File: config.mk
export PLATFORM = sky130hd
export DESIGN_NAME = dmem_lsu_flat
export DESIGN_NICKNAME = d
export VERILOG_FILES = /design/src/rtl/lsu_pkg.sv /design/src/rtl/dmem_lsu_if.sv /design/src/rtl/lsu_lane.sv /design/src/rtl/dmem_lsu.sv /design/src/flat_wrapper.sv
export SDC_FILE = /design/constraint.sdc
export NUM_CORES = 1
export LEC_CHECK = 0
export BUFFER_PORTS_ARGS = -buffer_cell sky130_fd_sc_hd__buf_2
export CAP_MARGIN = 20
export CORE_AREA = 4 4 169 171
export CTS_BUF_LIST = sky130_fd_sc_hd__clkbuf_16
export CTS_CLUSTER_SIZE = 10
export DETAILED_ROUTE_END_ITERATION = 10
export DIE_AREA = 0 0 173 175
export SLEW_MARGIN = 20
export SYNTH_ARGS = -nofsm -noshare
export SYNTH_HDL_FRONTEND = slang
export SYNTH_HIERARCHICAL = 1
export SYNTH_SLANG_ARGS = --single-unit
File: constraint.sdc
create_clock -name clk -period 1.86 [get_ports clk]
set_input_delay 0.186 -clock clk [delete_from_list [all_inputs] [get_ports clk]]
set_output_delay 0.186 -clock clk [all_outputs]
set_load 0.01 [all_outputs]
File: src/rtl/lsu_pkg.sv
// Shared definitions for the data-memory load/store sequencer: op field layout,
// access size codes, FSM states and the request legality check.
package lsu_pkg;

    localparam int unsigned OP_STORE = 3;
    localparam int unsigned OP_UNS   = 2;

    localparam logic [1:0] SZ_B = 2'b00;
    localparam logic [1:0] SZ_H = 2'b01;
    localparam logic [1:0] SZ_W = 2'b10;
    localparam logic [1:0] SZ_X = 2'b11;

    typedef enum logic [2:0] {
        StIdle  = 3'd0,
        StLoad  = 3'd1,
        StStore = 3'd2,
        StRmwRd = 3'd3,
        StRmwWr = 3'd4
    } lsu_state_e;

    // Size 11 is illegal; halves need addr[0]=0, words need addr[1:0]=0.
    function automatic logic op_legal(logic [1:0] size, logic [1:0] lane);
        logic ok;
        unique case (size)
            SZ_B:    ok = 1'b1;
            SZ_H:    ok = ~lane[0];
            SZ_W:    ok = (lane == 2'b00);
            default: ok = 1'b0;
        endcase
        return ok;
    endfunction

endpackage

File: src/rtl/dmem_lsu_if.sv
// Word-addressed data memory bus between the load/store sequencer and dmem.
interface dmem_lsu_if;
    logic        mem_cs;
    logic        mem_r;
    logic        mem_w;
    logic [31:0] mem_addr;
    logic [31:0] mem_wdata;
    logic [31:0] mem_rdata;

    modport master (
        output mem_cs, mem_r, mem_w, mem_addr, mem_wdata,
        input  mem_rdata
    );

    modport slave (
        input  mem_cs, mem_r, mem_w, mem_addr, mem_wdata,
        output mem_rdata
    );
endinterface

File: src/rtl/lsu_lane.sv
// Little-endian lane logic: extracts and extends a load result, and merges
// sub-word store data into a read word.
module lsu_lane
    import lsu_pkg::*;
(
    input  logic [31:0] word,
    input  logic [1:0]  lane,
    input  logic [1:0]  size,
    input  logic        uns,
    input  logic [31:0] wdata,
    output logic [31:0] load_data,
    output logic [31:0] merge_data
);

    logic [7:0]  byte_sel;
    logic [15:0] half_sel;

    always_comb begin
        byte_sel = word[{lane, 3'b000} +: 8];
        half_sel = lane[1] ? word[31:16] : word[15:0];

        case (size)
            SZ_B:    load_data = uns ? {24'h0, byte_sel} : {{24{byte_sel[7]}}, byte_sel};
            SZ_H:    load_data = uns ? {16'h0, half_sel} : {{16{half_sel[15]}}, half_sel};
            default: load_data = word;
        endcase
    end

    always_comb begin
        merge_data = word;
        case (size)
            SZ_B: merge_data[{lane, 3'b000} +: 8] = wdata[7:0];
            SZ_H: begin
                if (lane[1]) merge_data[31:16] = wdata[15:0];
                else         merge_data[15:0]  = wdata[15:0];
            end
            default: merge_data = wdata;
        endcase
    end

endmodule

File: src/rtl/dmem_lsu.sv
// Load/store sequencer: alignment check, word indexing, load extension and
// read-modify-write for sub-word stores into a whole-word-write dmem.
module dmem_lsu
    import lsu_pkg::*;
#(
    parameter int unsigned WIDX_W = 8
) (
    input  logic        clk,
    input  logic        reset,
    input  logic        req,
    input  logic [3:0]  op,
    input  logic [31:0] addr,
    input  logic [31:0] wdata,
    output logic [31:0] rdata,
    output logic        busy,
    output logic        done,
    output logic        addr_err,
    dmem_lsu_if.master  mem
);

    lsu_state_e  state_q, state_d;
    logic [3:0]  op_q;
    logic [31:0] addr_q, wdata_q, merge_q, merge_d, rdata_q, rdata_d;
    logic        done_q, done_d, err_q, err_d, capture;
    logic [31:0] load_data, merge_data;
    logic        unused_bits;

    assign unused_bits = ^{addr_q[31:WIDX_W+2], op_q[OP_STORE]};

    lsu_lane u_lane (
        .word       (mem.mem_rdata),
        .lane       (addr_q[1:0]),
        .size       (op_q[1:0]),
        .uns        (op_q[OP_UNS]),
        .wdata      (wdata_q),
        .load_data  (load_data),
        .merge_data (merge_data)
    );

    always_comb begin
        state_d = state_q;
        merge_d = merge_q;
        rdata_d = rdata_q;
        done_d  = 1'b0;
        err_d   = 1'b0;
        capture = 1'b0;
        unique case (state_q)
            StIdle: begin
                if (req) begin
                    if (op_legal(op[1:0], addr[1:0])) begin
                        capture = 1'b1;
                        if (!op[OP_STORE])        state_d = StLoad;
                        else if (op[1:0] == SZ_W) state_d = StStore;
                        else                      state_d = StRmwRd;
                    end else begin
                        done_d = 1'b1;
                        err_d  = 1'b1;
                    end
                end
            end
            StLoad: begin
                rdata_d = load_data;
                done_d  = 1'b1;
                state_d = StIdle;
            end
            StStore: begin
                done_d  = 1'b1;
                state_d = StIdle;
            end
            StRmwRd: begin
                merge_d = merge_data;
                state_d = StRmwWr;
            end
            StRmwWr: begin
                done_d  = 1'b1;
                state_d = StIdle;
            end
            default: state_d = StIdle;
        endcase
    end

    always_ff @(posedge clk or negedge reset) begin
        if (!reset) begin
            state_q <= StIdle;
            op_q    <= '0;
            addr_q  <= '0;
            wdata_q <= '0;
            merge_q <= '0;
            rdata_q <= '0;
            done_q  <= 1'b0;
            err_q   <= 1'b0;
        end else begin
            state_q <= state_d;
            merge_q <= merge_d;
            rdata_q <= rdata_d;
            done_q  <= done_d;
            err_q   <= err_d;
            if (capture) begin
                op_q    <= op;
                addr_q  <= addr;
                wdata_q <= wdata;
            end
        end
    end

    // Strobes decode from state alone so an async reset aborts a write at once.
    always_comb begin
        busy          = (state_q != StIdle);
        mem.mem_cs    = busy;
        mem.mem_r     = (state_q == StLoad) || (state_q == StRmwRd);
        mem.mem_w     = (state_q == StStore) || (state_q == StRmwWr);
        mem.mem_addr  = '0;
        mem.mem_wdata = '0;
        if (busy) begin
            mem.mem_addr  = {{(32 - WIDX_W){1'b0}}, addr_q[WIDX_W+1:2]};
            mem.mem_wdata = (state_q == StRmwWr) ? merge_q : wdata_q;
        end
    end

    assign rdata    = rdata_q;
    assign done     = done_q;
    assign addr_err = err_q;

endmodule

File: src/flat_wrapper.sv
// flat-port wrapper written by rule: the top's interface ports become plain ports
module dmem_lsu_flat import lsu_pkg::*;
#(
    parameter int unsigned WIDX_W = 8
)
  (clk, reset, req, op, addr, wdata, rdata, busy, done, addr_err, mem_mem_cs, mem_mem_r, mem_mem_w, mem_mem_addr, mem_mem_wdata, mem_mem_rdata);
  dmem_lsu_if mem_i ();
  input  logic clk;
  input  logic reset;
  input  logic req;
  input  logic [3:0] op;
  input  logic [31:0] addr;
  input  logic [31:0] wdata;
  output logic [31:0] rdata;
  output logic busy;
  output logic done;
  output logic addr_err;
  output wire logic [$bits(mem_i.mem_cs)-1:0] mem_mem_cs;
  output wire logic [$bits(mem_i.mem_r)-1:0] mem_mem_r;
  output wire logic [$bits(mem_i.mem_w)-1:0] mem_mem_w;
  output wire logic [$bits(mem_i.mem_addr)-1:0] mem_mem_addr;
  output wire logic [$bits(mem_i.mem_wdata)-1:0] mem_mem_wdata;
  input wire logic [$bits(mem_i.mem_rdata)-1:0] mem_mem_rdata;
  assign mem_mem_cs = mem_i.mem_cs;
  assign mem_mem_r = mem_i.mem_r;
  assign mem_mem_w = mem_i.mem_w;
  assign mem_mem_addr = mem_i.mem_addr;
  assign mem_mem_wdata = mem_i.mem_wdata;
  assign mem_i.mem_rdata = mem_mem_rdata;
  dmem_lsu #(.WIDX_W(WIDX_W)) u_core (.clk(clk), .reset(reset), .req(req), .op(op), .addr(addr), .wdata(wdata), .rdata(rdata), .busy(busy), .done(done), .addr_err(addr_err), .mem(mem_i));
endmodule
### Word-level counts from Yosys, hierarchy flattened

Index checks and enable logic that the tools add are counted.

| storage, ports and cells | value |
|---|---|
| flip-flop bits (word level) | 114 |
| output and inout port bits | 102 |

| cells by class | value |
|---|---|
| multiplexer cells | 26 |
| reduce and logical (&&, ||, !) cells | 9 |
| eq/ne operators | 9 |
| bitwise gates (word level) | 1 |
| add/subtract/negate cells | 1 |
| shift operators | 3 |

Operators with widths:

| operator | count |
|---|---|
| 32-bit 2-to-1 mux | 4 |
| 32-bit one-hot mux with 2 select lines | 2 |
| 16-bit 2-to-1 mux | 3 |
| 32-bit bitwise mux | 1 |
| 8-bit by 7-bit variable shift with 32-bit output (first input constant) | 1 |
| 32-bit by 6-bit indexed part select with 8-bit output | 1 |
| 8-bit by 7-bit indexed part select with 32-bit output | 1 |
| 1-bit 2-to-1 mux | 9 |
| 3-bit 2-to-1 mux | 3 |
| 8-bit 2-to-1 mux | 1 |
| 5-bit negation with 7-bit output | 1 |
| 3-bit by 2-bit == test with 1-bit output (second input constant) | 2 |
| 2-bit zero test | 3 |
| 3-bit one-hot mux with 2 select lines | 1 |
| 2-bit by 1-bit == test with 1-bit output (second input constant) | 2 |
| 3-bit by 1-bit == test with 1-bit output (second input constant) | 1 |
| 3-bit == test (second input constant) | 1 |
| 3-bit zero test | 1 |
| 1-bit one-hot mux with 3 select lines | 1 |
| 3-bit nonzero test | 1 |
| 3-bit OR reduction | 1 |
| 2-bit == test (second input constant) | 1 |
| 1-bit logical OR | 2 |
| 2-bit by 1-bit inequality test with 1-bit output (second input constant) | 1 |
| other kinds (4) | 4 |

### Logic depth before layout (Yosys ltp)

| depth | value |
|---|---|
| depth in word-level cells | 7 |
| gate-level depth with buffers | 9 |

### Cells and area by module

The synthesis kept the hierarchy.

By module, submodules not included:

| module | sequential area each (um2) | cells an instance | area an instance (um2) | instances |
|---|---|---|---|---|
| dmem_lsu | 2,852.7 | 395 | 5,091.1 | 1 |
| lsu_lane | 0.0 | 235 | 1,570.3 | 1 |

### Worst setup path before layout

Ideal clock, no wire load.

| timing | value |
|---|---|
| path kind | reg-to-reg |
| from | reg u_core.addr_q[1] |
| to | reg u_core.merge_q[11] |
| cell stages (with the launch flop) | 10 |
| path slack | -201 ps |
| path buffers | 2 |
| required time | 1,735 ps |
| data arrival time | 1,937 ps |
| setup time | 125 ps |
| path through | dfrtp_1 > buf_4 > buf_4 > inv_1 > ha_1 > nand2b_1 > nor3_2 > a222oi_1 > inv_1 > mux2_2 |

| between the ends | value |
|---|---|
| longest elaborated chain between the ends | 4 |
| elaborated cells between the ends (all ways) | 6 |
| classes of those cells | add/sub (1); shift (2); mux (3) |

Ends and longest elaborated chain:

| item | line | source |
|---|---|---|
| start, declared | dmem_lsu.sv:23 | `logic [31:0] addr_q, wdata_q, merge_q, merge_d, rdata_q, rdata_d;` |
| start signal, assigned | dmem_lsu.sv:100 | `addr_q <= addr;` |
| 5-bit negation with 7-bit output | lsu_lane.sv:32 | `SZ_B: merge_data[{lane, 3'b000} +: 8] = wdata[7:0];` |
| 8-bit by 7-bit indexed part select with 32-bit output / 8-bit by 7-bit variable shift with 32-bit output (equally long branches) | lsu_lane.sv:32 |  |
| 32-bit bitwise mux | lsu_lane.sv:32 |  |
| 32-bit one-hot mux with 2 select lines (*) | lsu_lane.sv:31 | `case (size)` |
| via u_core.merge_data[11] | dmem_lsu.sv:25 | `logic [31:0] load_data, merge_data;` |
| end signal, assigned | dmem_lsu.sv:94 | `merge_q <= merge_d;` |
| end, declared | dmem_lsu.sv:23 |  |

Mark *: on every way through the listed nets, which the timed path passes. The rest lies on a longest branch.
A chain may end at the register's enable or synchronous reset.

### Final worst setup path

| timing | value |
|---|---|
| from | reg u_core.state_q[1] |
| to | out mem_mem_wdata[9] |

| between the ends | value |
|---|---|
| longest elaborated chain between the ends | 3 |
| elaborated cells between the ends (all ways) | 4 |
| classes of those cells | eq/ne (1); mux (2); reduce/logical (1) |

Ends and longest elaborated chain:

| item | line | source |
|---|---|---|
| start, declared | dmem_lsu.sv:21 | `lsu_state_e state_q, state_d;` |
| start signal, assigned | dmem_lsu.sv:84 | `state_q <= StIdle;` |
| start signal, assigned | dmem_lsu.sv:93 | `state_q <= state_d;` |
| 3-bit == test | dmem_lsu.sv:116 | `mem.mem_wdata = (state_q == StRmwWr) ? merge_q : wdata_q;` |
| 32-bit 2-to-1 mux | dmem_lsu.sv:116 |  |
| 32-bit 2-to-1 mux (*) | dmem_lsu.sv:114 | `if (busy) begin` |
| end, declared | flat_wrapper.sv:22 | `output wire logic [$bits(mem_i.mem_wdata)-1:0] mem_mem_wdata;` |

Mark *: on every way between the ends. The rest lies on a longest branch, timed or not.

==> run summary <==
The worst ir drop on vdd is 0.000559 V. TritonCTS built the clock tree. Setup repair after global routing could not meet its margin everywhere.

The DRC violation count after routing is 0. The worst setup timing slack at the placement stage is -0.0931 ns. The average instance in the mapped netlist occupies around 11 um^2. The maximum root-to-sink buffer count is 2. After clock tree synthesis, the clock-pin slew on the worst setup and hold paths is approximately 0.060 ns.

Counting flops and latches in the post-synthesis netlist gives approximately 110. The startpoint identified for the worst hold timing path is op[1]. The fmax is roughly 520 MHz. For this block, the via count after detailed routing is ~5700. The number of global-route vias before repair was 5589. The clock insertion delay at the later pin of the skew report is 0.42 ns. The path depth of the worst reg2reg path came out at 7.

Of all nets on the critical path, the largest fanout is 8. The total clock sinks came out at 114. The area of the core is 0.0269 mm^2.

The startpoint of the worst-slack reg-to-reg timing path is u_core/addr_q[1]. At the pin with the least slew margin, the transition time is 0.544 ns. Fill cells in the final layout number 2748.

The number of failing hold endpoints at the final stage is 0. In the final layout, the multi-input gates occupy around 0.0036 mm^2. The initial core utilization is 0.248. The number of unique standard cell types used by synthesis is 49. The count of port buffers added during placement is ~160. Entering global routing, the biggest net connects 45 pins. The number of slew-limit violations in the final report came out at 0. The most critical setup path has its endpoint at mem_mem_wdata[9]. The checks that failed: setup timing.

The critical path's largest stage delay came out at 0.41 ns. The worst setup path is launched from a flip-flop. The clock period minus worst slack is approximately 1.9 ns. The routed wirelength normalized by instance count came out at a little under 20 um.

The I/O pin total is about 200. The share of async-settable or async-resettable flops after synthesis is 1.00. The residual antenna-violating net count after detailed routing came out at 0. The worst register-to-register path has a setup slack of -0.01 ns. Routability-driven placement finished with a final weighted congestion of between 0.8 and 0.9.

Setup violations remaining at the end of the flow were counted as 7. The flow ran to the end, but the final reports show violations. The die outline area came out at ~0.03 mm^2. The worst-case clock skew is ~0.011 ns. The critical path goes through or2_4 > clkbuf_16 > o21ai_1 > buf_2.

In the post-route analysis, the smallest setup slack over all paths is -0.0582 ns. The number of CTS-inserted buffers came out at 17. The maximum level of the CTS H-tree came out at 4.

The DRC marker count from the first detailed-route iteration came out at about 440. In this run the core area contains 60 standard-cell rows. Across every metal layer, demand over resource in global routing totals 0.146.

The final layout contains between 900 and 1000 nets. The total area of sequential cells is approximately 0.0029 mm^2. The post-route clock period utilization is 1.03. For the worst setup path, the data required time is approximately 1.7 ns. The HPWL after detailed placement is ~17000 um.

The die is 173 um wide. The root buffer cell is clkbuf_16. The analysis attributes to cell leakage a power of around 4.4 nW. The worst setup path is captured at an output port.

The initial antenna violation count came out at 3. The total standard cell area after synthesis came out at 0.00666 mm^2. Measured along the y axis, the die boundary spans between 150 and 200 um. Counting flops with a built-in enable in the synthesized netlist gives 0. The final layout contains routed wiring with a total length of about 24000 um. The number of detailed-routing iterations run before antenna repair is 6. Using the TritonRoute via totals, the vias-per-cell ratio works out to 4.68.

The layout cell share with drive strength beyond 1 is 0.487. The total power density per cell area came out at 1230 mW/mm^2. Tracing the worst setup path back leads to its startpoint at u_core/state_q[1]. The Yosys warning count is 6. The residual overflow from global routing is 0. In the synthesized netlist the dominant register cell turns out to be dfrtp_1. The critical path in this run is classified as flip-flop to output port.

The growth of design area from synthesis to finish came out at 39.7%. The standard cell with the maximum stage delay on the critical path is dfrtp_2. The headroom to the max-slew limit is 0.636. The first-pass GRT wire length is around 34000 um.

Data arrives at the worst endpoint at about 1.7 ns. The number of cells produced by synthesis came out at 630. The worst register-to-register path ends at u_core/merge_q[30]. The total negative setup slack came out at -0.185 ns. The count of cells along the worst hold path came out at 2.

The worst hold path belongs to the class input pin to flip-flop. The register area share after synthesis came out at 0.428. Max-cap violations in this run came to 0.
layout by cell type, fill, tap and decap left out, types with 5 or more instances in the layout:
cell,netlist,final
a2bb2oi_1,7,7
a221oi_1,7,6
nand2_1,128,120
o21ai_2,1,14
nor2_1,9,9
a21oi_1,13,13
o21ai_4,0,7
buf_6,8,7
buf_4,29,45
buf_2,12,151
nor2b_1,13,11
mux2i_1,6,6
conb_1,1,24
buf_12,0,7
mux2_2,88,88
a22o_1,10,10
a221o_1,16,16
inv_1,15,13
dfrtp_1,114,110
clkbuf_16,0,20
dlygate4sd3_1,0,39
o21ai_1,1,10
mux2_4,28,28
a21oi_2,10,10
nand2_2,0,8
o21ai_0,48,19
a222oi_1,7,7
a22oi_1,5,5
synth_stat cells, types with 2 or more instances:
master,instances,area share
nand2_1,128,0.072
dfrtp_1,114,0.43
mux2_2,88,0.15
o21ai_0,48,0.036
buf_4,29,0.033
mux2_4,28,0.063
a221o_1,16,0.024
clkbuf_1,15,0.0085
inv_1,15,0.0085
a21oi_1,13,0.0098
nor2b_1,13,0.012
buf_2,12,0.0090
a21oi_2,10,0.013
a22o_1,10,0.013
nor2_1,9,0.0051
buf_6,8,0.014
a221oi_1,7,0.0092
a222oi_1,7,0.011
a2bb2oi_1,7,0.0092
mux2i_1,6,0.0090
a22oi_1,5,0.0056
ha_1,5,0.0094
nand2b_1,5,0.0047
or2_2,3,0.0028
a211oi_2,2,0.0038
nor3_1,2,0.0015
nor3_2,2,0.0030
or3_1,2,0.0019
cell families (layout without fill, tap and decap cells):
family | count (synthesis) | in the layout | synth area share
other cells | 1 | 26 | 0.000563
fa+ha+maj | 5 | 5 | 0.00939
compound gates | 133 | 133 | 0.147
simple gates | 172 | 172 | 0.116
flops | 114 | 114 | 0.428
buf+inv | 82 | 301 | 0.0757
mux | 122 | 122 | 0.221
xor+xnor | 1 | 1 | 0.00132
power by group:
| part | total (mW) | internal (mW) | leakage [nW] | switching [mW] |
|---|---|---|---|---|
| combinational | 4.39 | 2.23 | 2.73 | 2.17 |
| clock | 3.05 | 1.82 | 0.261 | 1.23 |
| sequential | 3.96 | 3.34 | 1.40 | 0.619 |
state kept, by name (all words and copies together), names as in the netlist:
register and cells:
u_core/merge_q 32, u_core/rdata 32, u_core/wdata_q 32, u_core/addr_q 10, u_core/op_q 3, u_core/state_q 3
u_core/addr_err 1, u_core/done 1
cell type report:
type                    count  area share
multi-input cells         457       0.387
clock buffers              17      0.0457
flip-flops and latches    114       0.307
inverters                  16     0.00672
clock inverters            15      0.0128
repair buffers            253       0.194
diodes                      2    0.000538
well taps                 341      0.0459
through the flow:
| step | power (mW) | hold WS (ns) | cell area [um^2] | util | std cells |
|---|---|---|---|---|---|
| global route | 12.0 | 0.0175 | 9300 | 0.346 | 1214 |
| floorplan | 6.48 | -0.110 | 6780 | - | 653 |
| CTS | 11.3 | 0.000434 | 9010 | 0.335 | 1208 |
| detailed placement | 8.05 | 0.173 | 7990 | 0.297 | 1134 |
| finish | 11.4 | 0.0168 | 9300 | 0.346 | 1215 |
| global placement | 7.96 | 0.165 | 7990 | 0.297 | 1134 |
layer usage:
layer / up-vias / GRT usage / part of all wire
met1: 2776 / 0.197 / 0.45
met5: - / 0 / 0.00084
met2: 218 / 0.225 / 0.47
li1: 2655 / - / -
met3: 32 / 0.0396 / 0.063
met4: 4 / 0.0552 / 0.022
timing repair:
item | 4_1_cts | 5_1_grt
gates resized for setup | 34 | 53
hold buffers | 39 | 0
endpoints found under the setup margin | 80 | 86
pin swaps | 1 | 10
cloned | 1 | 4
endpoints found under the hold margin | 66 | 0
buffers inserted | 2 | 2
worst min path at each step:
stage	end	slack, ns
after global placement	u_core/wdata_q[18]	0.17
final	u_core/state_q[0]	0.02
after floorplan	u_core/addr_err	-0.11
after CTS	u_core/state_q[0]	0.0004
after global routing	u_core/state_q[0]	0.02
after detailed placement	u_core/rdata[28]	0.17
worst max-delay path, delay by kind of cell, from the launching register on:
| kind | cells | cell delay, ns |
|---|---|---|
| buf+inv | 2 | 0.38 |
| flops | 1 | 0.41 |
| compound gates | 1 | 0.21 |
| simple gates | 1 | 0.32 |
No activity file was read; power rests on OpenSTA's default activity.
